## src/rtl/key_event_gen_if.sv

```systemverilog
// Signal bundle between the key event generator and its consumer.
// The slave modport is the generator's view; master is the driving/observing side.
interface key_event_gen_if #(
  parameter int unsigned COUNTWIDTH = 4
) ();
  logic                  ispressedin;
  logic                  countclear;
  logic                  presspulse;
  logic                  releasepulse;
  logic                  repeatpulse;
  logic                  longhold;
  logic [COUNTWIDTH-1:0] presscount;

  modport master (
    output ispressedin,
    output countclear,
    input  presspulse,
    input  releasepulse,
    input  repeatpulse,
    input  longhold,
    input  presscount
  );

  modport slave (
    input  ispressedin,
    input  countclear,
    output presspulse,
    output releasepulse,
    output repeatpulse,
    output longhold,
    output presscount
  );
endinterface

```

## src/rtl/key_event_gen.sv

```systemverilog
// Converts a debounced, asynchronous pressed level into registered press, release and
// auto-repeat pulses, a long-hold flag and a wrapping press counter.
module key_event_gen #(
  parameter int unsigned HOLDCYCLES   = 8,
  parameter int unsigned REPEATCYCLES = 4,
  parameter int unsigned TIMERWIDTH   = 24,
  parameter int unsigned COUNTWIDTH   = 4
) (
  input logic           clock,
  input logic           reset,
  key_event_gen_if.slave bus
);

  localparam logic [TIMERWIDTH-1:0] HoldLast   = TIMERWIDTH'(HOLDCYCLES - 1);
  localparam logic [TIMERWIDTH-1:0] RepeatLast = TIMERWIDTH'(REPEATCYCLES - 1);

  typedef enum logic [1:0] {StIdle, StHold, StRepeat} state_e;

  state_e                  state_q;
  logic                    sync1_q, sync2_q;
  logic [TIMERWIDTH-1:0]   timer_q;
  logic [COUNTWIDTH-1:0]   count_q;
  logic                    press_q, release_q, repeat_q, longhold_q;

  // Two-flop synchronizer; only sync2_q is used downstream.
  always_ff @(posedge clock or posedge reset) begin
    if (reset) begin
      sync1_q <= 1'b0;
      sync2_q <= 1'b0;
    end else begin
      sync1_q <= bus.ispressedin;
      sync2_q <= sync1_q;
    end
  end

  always_ff @(posedge clock or posedge reset) begin
    if (reset) begin
      state_q    <= StIdle;
      timer_q    <= '0;
      count_q    <= '0;
      press_q    <= 1'b0;
      release_q  <= 1'b0;
      repeat_q   <= 1'b0;
      longhold_q <= 1'b0;
    end else begin
      press_q   <= 1'b0;
      release_q <= 1'b0;
      repeat_q  <= 1'b0;
      unique case (state_q)
        StIdle: begin
          if (sync2_q) begin
            state_q <= StHold;
            press_q <= 1'b1;
            timer_q <= '0;
            count_q <= count_q + 1'b1;
          end
        end
        StHold: begin
          if (!sync2_q) begin
            state_q   <= StIdle;
            release_q <= 1'b1;
          end else if (timer_q == HoldLast) begin
            state_q    <= StRepeat;
            repeat_q   <= 1'b1;
            longhold_q <= 1'b1;
            timer_q    <= '0;
          end else begin
            timer_q <= timer_q + 1'b1;
          end
        end
        StRepeat: begin
          // Release is tested first so it wins over a coinciding timer expiry.
          if (!sync2_q) begin
            state_q    <= StIdle;
            release_q  <= 1'b1;
            longhold_q <= 1'b0;
            timer_q    <= '0;
          end else if (timer_q == RepeatLast) begin
            repeat_q <= 1'b1;
            timer_q  <= '0;
          end else begin
            timer_q <= timer_q + 1'b1;
          end
        end
        default: state_q <= StIdle;
      endcase
      // Clear overrides a same-cycle increment; the press pulse is unaffected.
      if (bus.countclear) begin
        count_q <= '0;
      end
    end
  end

  assign bus.presspulse   = press_q;
  assign bus.releasepulse = release_q;
  assign bus.repeatpulse  = repeat_q;
  assign bus.longhold     = longhold_q;
  assign bus.presscount   = count_q;

endmodule

```

## src/flat_wrapper.sv

```systemverilog
// flat-port wrapper written by rule: the top's interface ports become plain ports
module key_event_gen_flat 
#(
  parameter int unsigned HOLDCYCLES   = 8,
  parameter int unsigned REPEATCYCLES = 4,
  parameter int unsigned TIMERWIDTH   = 24,
  parameter int unsigned COUNTWIDTH   = 4
)
  (clock, reset, bus_ispressedin, bus_countclear, bus_presspulse, bus_releasepulse, bus_repeatpulse, bus_longhold, bus_presscount);
  key_event_gen_if #(.COUNTWIDTH(COUNTWIDTH)) bus_i ();
  input logic clock;
  input logic reset;
  input wire logic [$bits(bus_i.ispressedin)-1:0] bus_ispressedin;
  input wire logic [$bits(bus_i.countclear)-1:0] bus_countclear;
  output wire logic [$bits(bus_i.presspulse)-1:0] bus_presspulse;
  output wire logic [$bits(bus_i.releasepulse)-1:0] bus_releasepulse;
  output wire logic [$bits(bus_i.repeatpulse)-1:0] bus_repeatpulse;
  output wire logic [$bits(bus_i.longhold)-1:0] bus_longhold;
  output wire logic [$bits(bus_i.presscount)-1:0] bus_presscount;
  assign bus_i.ispressedin = bus_ispressedin;
  assign bus_i.countclear = bus_countclear;
  assign bus_presspulse = bus_i.presspulse;
  assign bus_releasepulse = bus_i.releasepulse;
  assign bus_repeatpulse = bus_i.repeatpulse;
  assign bus_longhold = bus_i.longhold;
  assign bus_presscount = bus_i.presscount;
  key_event_gen #(.HOLDCYCLES(HOLDCYCLES), .REPEATCYCLES(REPEATCYCLES), .TIMERWIDTH(TIMERWIDTH), .COUNTWIDTH(COUNTWIDTH)) u_core (.clock(clock), .reset(reset), .bus(bus_i));
endmodule
```

## config.mk

```make
export PLATFORM = sky130hd
export DESIGN_NAME = key_event_gen_flat
export DESIGN_NICKNAME = d
export VERILOG_FILES = /design/src/rtl/key_event_gen_if.sv /design/src/rtl/key_event_gen.sv /design/src/flat_wrapper.sv
export SDC_FILE = /design/constraint.sdc
export NUM_CORES = 1
export LEC_CHECK = 0
export ABC_CLOCK_PERIOD_IN_PS = 2520
export CORE_MARGIN = 8
export CORE_UTILIZATION = 63
export CTS_CLUSTER_DIAMETER = 40
export CTS_CLUSTER_SIZE = 12
export DETAILED_ROUTE_END_ITERATION = 7
export PLACE_DENSITY = 0.84
export SLEW_MARGIN = 15
export SYNTH_ARGS = -nofsm -noshare
export SYNTH_HDL_FRONTEND = slang
export SYNTH_SLANG_ARGS = --single-unit
```

## constraint.sdc

```tcl
create_clock -name clock -period 2.52 [get_ports clock]
set_input_delay 0.504 -clock clock [delete_from_list [all_inputs] [get_ports clock]]
set_output_delay 0.504 -clock clock [all_outputs]
set_load 0.02 [all_outputs]
```

# Yosys cells after proc, flatten, opt, wreduce, memory -nomap -nowiden
# Index checks and enable logic that the tools add are counted.
[op_classes]
add_sub_neg = 2
mux = 27
n_eq_ne = 9
n_reduce_logical = 10
[op_table]
columns = ["op", "count"]
rows = [
  ["24-bit 2-to-1 mux", 5],
  ["24-bit one-hot mux with 3 select lines", 1],
  ["24-bit by 1-bit adder with 24-bit output, second input constant", 1],
  ["24-bit by 2-bit == test with 1-bit output, second input constant", 1],
  ["24-bit by 3-bit == test with 1-bit output, second input constant", 1],
  ["4-bit 2-to-1 mux", 3],
  ["1-bit 2-to-1 mux", 11],
  ["2-bit 2-to-1 mux", 4],
  ["2-bit by 1-bit inequality test with 1-bit output, second input constant", 3],
  ["2-bit one-hot mux with 3 select lines", 1],
  ["3-bit AND reduction", 2],
  ["2-bit nonzero test", 3],
  ["4-bit by 1-bit adder with 4-bit output, second input constant", 1],
  ["1-bit one-hot mux with 2 select lines", 2],
  ["4-bit AND reduction", 1],
  ["3-bit inequality test, second input constant", 1],
  ["3-bit nonzero test", 1],
  ["2-bit by 1-bit == test with 1-bit output, second input constant", 1],
  ["2-bit == test, second input constant", 1],
  ["2-bit logical NOT", 1],
  ["2-bit inequality test, second input constant", 1],
  ["2-bit AND reduction", 1],
  ["2-bit OR reduction", 1],
]
[totals]
register_bits = 36
output_inout_bits = 8
in_bits = 4
word_cells = 57

# Longest topological paths before layout
[depth]
depth_word = 4
depth_mapped = 9
ltp_nobuf = 7

# Worst setup path before layout
# No wires, ideal clock.
[synth_timing]
path_type = "register to register"
from = "reg u_core.state_q[0]"
to = "reg u_core.timer_q[5]"
t_required_ps = 2401
synth_period_minus_slack_ps = 1668
n_path_buf = 2
slack_ps = 852
arrival_ps = 1550
setup_ps = 119
stages_incl_launch_ff = 10
cell_sequence = "dfrtp_1 inv_1 ha_1 a21boi_0 o211ai_1 o21ai_1 nor2b_2 buf_6 buf_8 nor2_1"
[synth_via]
elab_chain_cells = 3
elab_cells_between_ends = 8
cone_classes = "eq/ne (4); mux (1); reduce/logical (3)"
[synth_rtl]
columns = ["element", "line", "text"]
rows = [
  ["start, declared", "key_event_gen.sv:19", "state_e state_q;"],
  ["start signal, assigned", "key_event_gen.sv:38", "state_q <= StIdle;"],
  ["start signal, assigned", "key_event_gen.sv:52", "state_q <= StHold;"],
  ["start signal, assigned", "key_event_gen.sv:60", "state_q <= StIdle;"],
  ["2-bit by 1-bit == test with 1-bit output (tied with other cells)", "key_event_gen.sv:49", "unique case (state_q)"],
  ["2-bit by 1-bit inequality test with 1-bit output (no source line) or 3-bit nonzero test (tied branches)", "n/a", ""],
  ["3-bit AND reduction (no source line)", "n/a", ""],
  ["end signal, assigned", "key_event_gen.sv:68", "timer_q <= timer_q + 1'b1;"],
  ["end signal, assigned", "key_event_gen.sv:82", "timer_q <= timer_q + 1'b1;"],
  ["end, declared", "key_event_gen.sv:21", "logic [TIMERWIDTH-1:0] timer_q;"],
]
# Parallel ways exist; a longest one is shown, timed or not.
# A chain may end at the register's enable or synchronous reset.

# Final worst setup path
[layout_timing]
from = "reg u_core.timer_q[20]"
to = "reg u_core.timer_q[23]"
[layout_via]
elab_chain_cells = 4
elab_cells_between_ends = 8
cone_classes = "add/sub (1); eq/ne (2); mux (5)"
[layout_rtl]
columns = ["element", "line"]
rows = [
  ["24-bit by 1-bit adder with 24-bit output (tied with other cells)", "key_event_gen.sv:68, key_event_gen.sv:82"],
  ["24-bit 2-to-1 mux, on equally long branches", "key_event_gen.sv:78, key_event_gen.sv:62"],
  ["24-bit 2-to-1 mux, on equally long branches", "key_event_gen.sv:73, key_event_gen.sv:59"],
  ["24-bit one-hot mux with 3 select lines *", "key_event_gen.sv:49"],
]
# Mark *: on every way between the ends. The rest lies on a longest branch, timed or not. The select of a mux whose other input is x is not followed.

==> results.sh <==
export IMPL_status="finished, final reports clean"
export IMPL_dieArea_sq_um=5059
export IMPL_finalClockSkew_ns=0.003637
export IMPL_vias_per_cell=6.101
export IMPL_crit_path_end_kind="flop"
export IMPL_hold_class="reg -> reg"
export IMPL_synthToLayoutAreaGrowth_pct=10.07
export IMPL_via_count=1513
export IMPL_clock_sinks=36
export IMPL_first_pass_iters=5
export IMPL_worst_pin_slew_ns=0.5134
export IMPL_gp_congestion=0.8870
export IMPL_fmax_mhz=501.3
export IMPL_slew_viol_final=0
export IMPL_rsz0062_at_grt="false"
export IMPL_netlist_area_sq_um=1914
export IMPL_period_share_pct=79.15
export IMPL_place_inst=240
export IMPL_slew_headroom_pct=65.45
export IMPL_fin_crit_ns=1.995
export IMPL_grt_overflow=0
export IMPL_p_per_area_nw_per_um2=600.9
export IMPL_clockBufferDepth=2
export IMPL_path_cells="nor4_1 > nand4_1 > o21ai_1 > nor2b_2 > buf_4 > nor2_1"
export IMPL_remaining_drc_errors=0
export IMPL_critPathSlowestCell="nor4_1"
export IMPL_cts_buffers=5
export IMPL_ys_ff_latch=36
export IMPL_critPathKind="reg -> reg"
export IMPL_dpl_hpwl_microns=2934
export IMPL_synthCells=200
export IMPL_diodes=0
export IMPL_die_height_microns=71.13
export IMPL_ff_latch_area_sq_um=900.9
export IMPL_clk_latency_ns=0.35
export IMPL_cts_tree="done"
export IMPL_fin_setup_tns_ns=0
export IMPL_io_pins=12
export IMPL_synth_distinct_cells=38
export IMPL_cts_root_buf="clkbuf_4"
export IMPL_grt_pass1_wl_microns=7155
export IMPL_cts_clk_slew_worst_paths_ns=0.10
export IMPL_place_ws_ns=0.6155
export IMPL_holdWs_ns=0.3623
export IMPL_htreeDepth=2
export IMPL_p_leak_nw=0.9275
export IMPL_num_rows=20
export IMPL_grt_pass1_vias=1569
export IMPL_wl_per_cell_microns=16.58
export IMPL_ys_warn_count=0
export IMPL_cts_hold_buf=0
export IMPL_fin_ws_ns=0.5253
export IMPL_ir_drop_v=0.0004141
export IMPL_die_width_microns=71.13
export IMPL_max_stage_delay_ns=0.50
export IMPL_required_ns=2.76
export IMPL_ys_seq_area_share_pct=47.06
export IMPL_maxCapViolCount=0
export IMPL_first_iter_violations=129
export IMPL_hold_viol_final=0
export IMPL_cts_setup_buffers=0
export IMPL_finalNonFillerCells=248
export IMPL_grt_usage_pct=17.80
export IMPL_wl_microns=4111
export IMPL_multi_input_area_sq_um=942.2
export IMPL_fillers=233
export IMPL_setup_violations_final=0
export IMPL_cp_arrival_ns=2.23
export IMPL_portBuffers=11
export IMPL_fin_util_pct=70.76
export IMPL_crit_path_start_kind="flop"
export IMPL_drt_antenna_violating_nets=0
export IMPL_layout_cells_most_common="dfrtp_1"
export IMPL_start_util_pct=64.29
export IMPL_postSynthAreaPerCell_sq_um=9.572
export IMPL_final_cell_mix="dfrtp_1, nor2_1, xor2_1"
export IMPL_ctsResizeCount=0
export IMPL_cp_max_fo=19
export IMPL_drive_above_1_share_pct=6.047
export IMPL_synth_fp_nets=209
export IMPL_antenna_found_initial=0
export IMPL_core_sq_um=2978
export IMPL_nNetsFinal=223
export IMPL_grt_max_degree=27
==> synthesized netlist by cell type <==
cell type | number | area [sq um]
dfrtp_1 | 36 | 900.9
nor2_1 | 29 | 108.9
xor2_1 | 20 | 175.2
nand2_1 | 17 | 63.81
nand3_1 | 13 | 65.06
nand4_1 | 9 | 56.30
and3_1 | 8 | 50.05
inv_1 | 7 | 26.28
a21oi_1 | 5 | 25.02
ha_1 | 5 | 62.56
nor4_1 | 4 | 25.02
o21ai_0 | 4 | 20.02
and2_1 | 3 | 18.77
and4_1 | 3 | 26.28
buf_2 | 3 | 15.01
nand2b_1 | 3 | 18.77
o211ai_1 | 3 | 22.52
o31ai_1 | 3 | 22.52
xnor2_1 | 3 | 26.28
a211oi_2 | 2 | 25.02
a31oi_1 | 2 | 12.51
nor2b_1 | 2 | 12.51
a211oi_1 | 1 | 7.510
a21boi_0 | 1 | 7.510
a21o_1 | 1 | 7.510
a22o_1 | 1 | 8.760
a41o_1 | 1 | 10.01
and2_0 | 1 | 6.260
buf_6 | 1 | 11.26
buf_8 | 1 | 15.01
clkbuf_1 | 1 | 3.750
nor2b_2 | 1 | 8.760
nor3_1 | 1 | 5.000
nor3_2 | 1 | 10.01
nor4b_2 | 1 | 15.01
o21a_1 | 1 | 7.510
o21ai_1 | 1 | 5.000
or2_1 | 1 | 6.260
==> cells by family (layout without fill, tap and decap cells) <==
| kind of cell | Yosys count | in the layout | synth area share [%] |
|---|---|---|---|
| adder cells (fa/ha/maj) | 5 | 5 | 3.268 |
| flip-flops | 36 | 36 | 47.06 |
| AO/OA/AOI/OAI | 26 | 26 | 9.477 |
| XOR/XNOR | 23 | 23 | 10.52 |
| AND/OR/NAND/NOR | 97 | 97 | 25.95 |
| buffers and inverters | 13 | 28 | 3.725 |
==> per-layer routing <==
layer,wire length [microns],GRT usage (%),vias up
met4,151,10.85,0
met2,1991,28.22,49
met3,218,5.508,15
met1,1749,20.55,731
li1,-,-,718
met5,0,0,-
==> final timing paths <==
check / startpoint / endpoint / slack [ns] / cells past startpoint
worst max-delay path: u_core.timer_q[20] / u_core.timer_q[23] / 0.53 / 6
worst min-delay path: u_core.sync1_q / u_core.sync2_q / 0.36 / 0
worst max register to register: u_core.timer_q[20] / u_core.timer_q[23] / 0.53 / 6
worst min register to register: u_core.sync1_q / u_core.sync2_q / 0.36 / 0
max in group asynchronous: reset / u_core.timer_q[19] / 1.55 / 3
min in group asynchronous: reset / u_core.state_q[0] / 0.46 / 2
==> state kept, by name, indices dropped and copies added (netlist names) <==
register / flops
u_core.state_q: 2
u_core.bus.presspulse: 1
u_core.sync1_q: 1
u_core.bus.releasepulse: 1
u_core.bus.repeatpulse: 1
u_core.bus.longhold: 1
u_core.bus.presscount: 4
u_core.sync2_q: 1
u_core.timer_q: 24
==> layout make-up <==
cell class / count / area share (%)
Inverter: 7 / 1.247
Multi-Input combinational cell: 151 / 44.72
Clock buffer: 8 / 2.791
Sequential cell: 36 / 42.76
Tap cell: 33 / 1.960
Timing Repair Buffer: 13 / 6.532
==> report_power, final <==
part	total, mW	leakage [nW]	switching [mW]	internal (mW)
registers	0.650	0.488	0.0373	0.613
logic	0.290	0.407	0.169	0.121
clock network	0.326	0.0326	0.189	0.138
total	1.27	0.928	0.394	0.872
==> per-stage QoR <==
stage          instance area (sq um)  power (mW)
6_report                        2107       1.266
3_3_place_gp                    2048      0.9241
4_1_cts                         2107       1.273
5_1_grt                         2107       1.333
3_5_place_dp                    2048      0.9491
2_1_floorplan                   1914      0.8673
==> critical path: cells and delay by family, from the launching register on <==
kind | cells | cell delay (ns)
AOI/OAI and AO/OA | 1 | 0.25
buffers and inverters | 1 | 0.23
DFF | 1 | 0.45
and+or+nand+nor | 4 | 0.95
No activity file was read; power rests on OpenSTA's default activity.
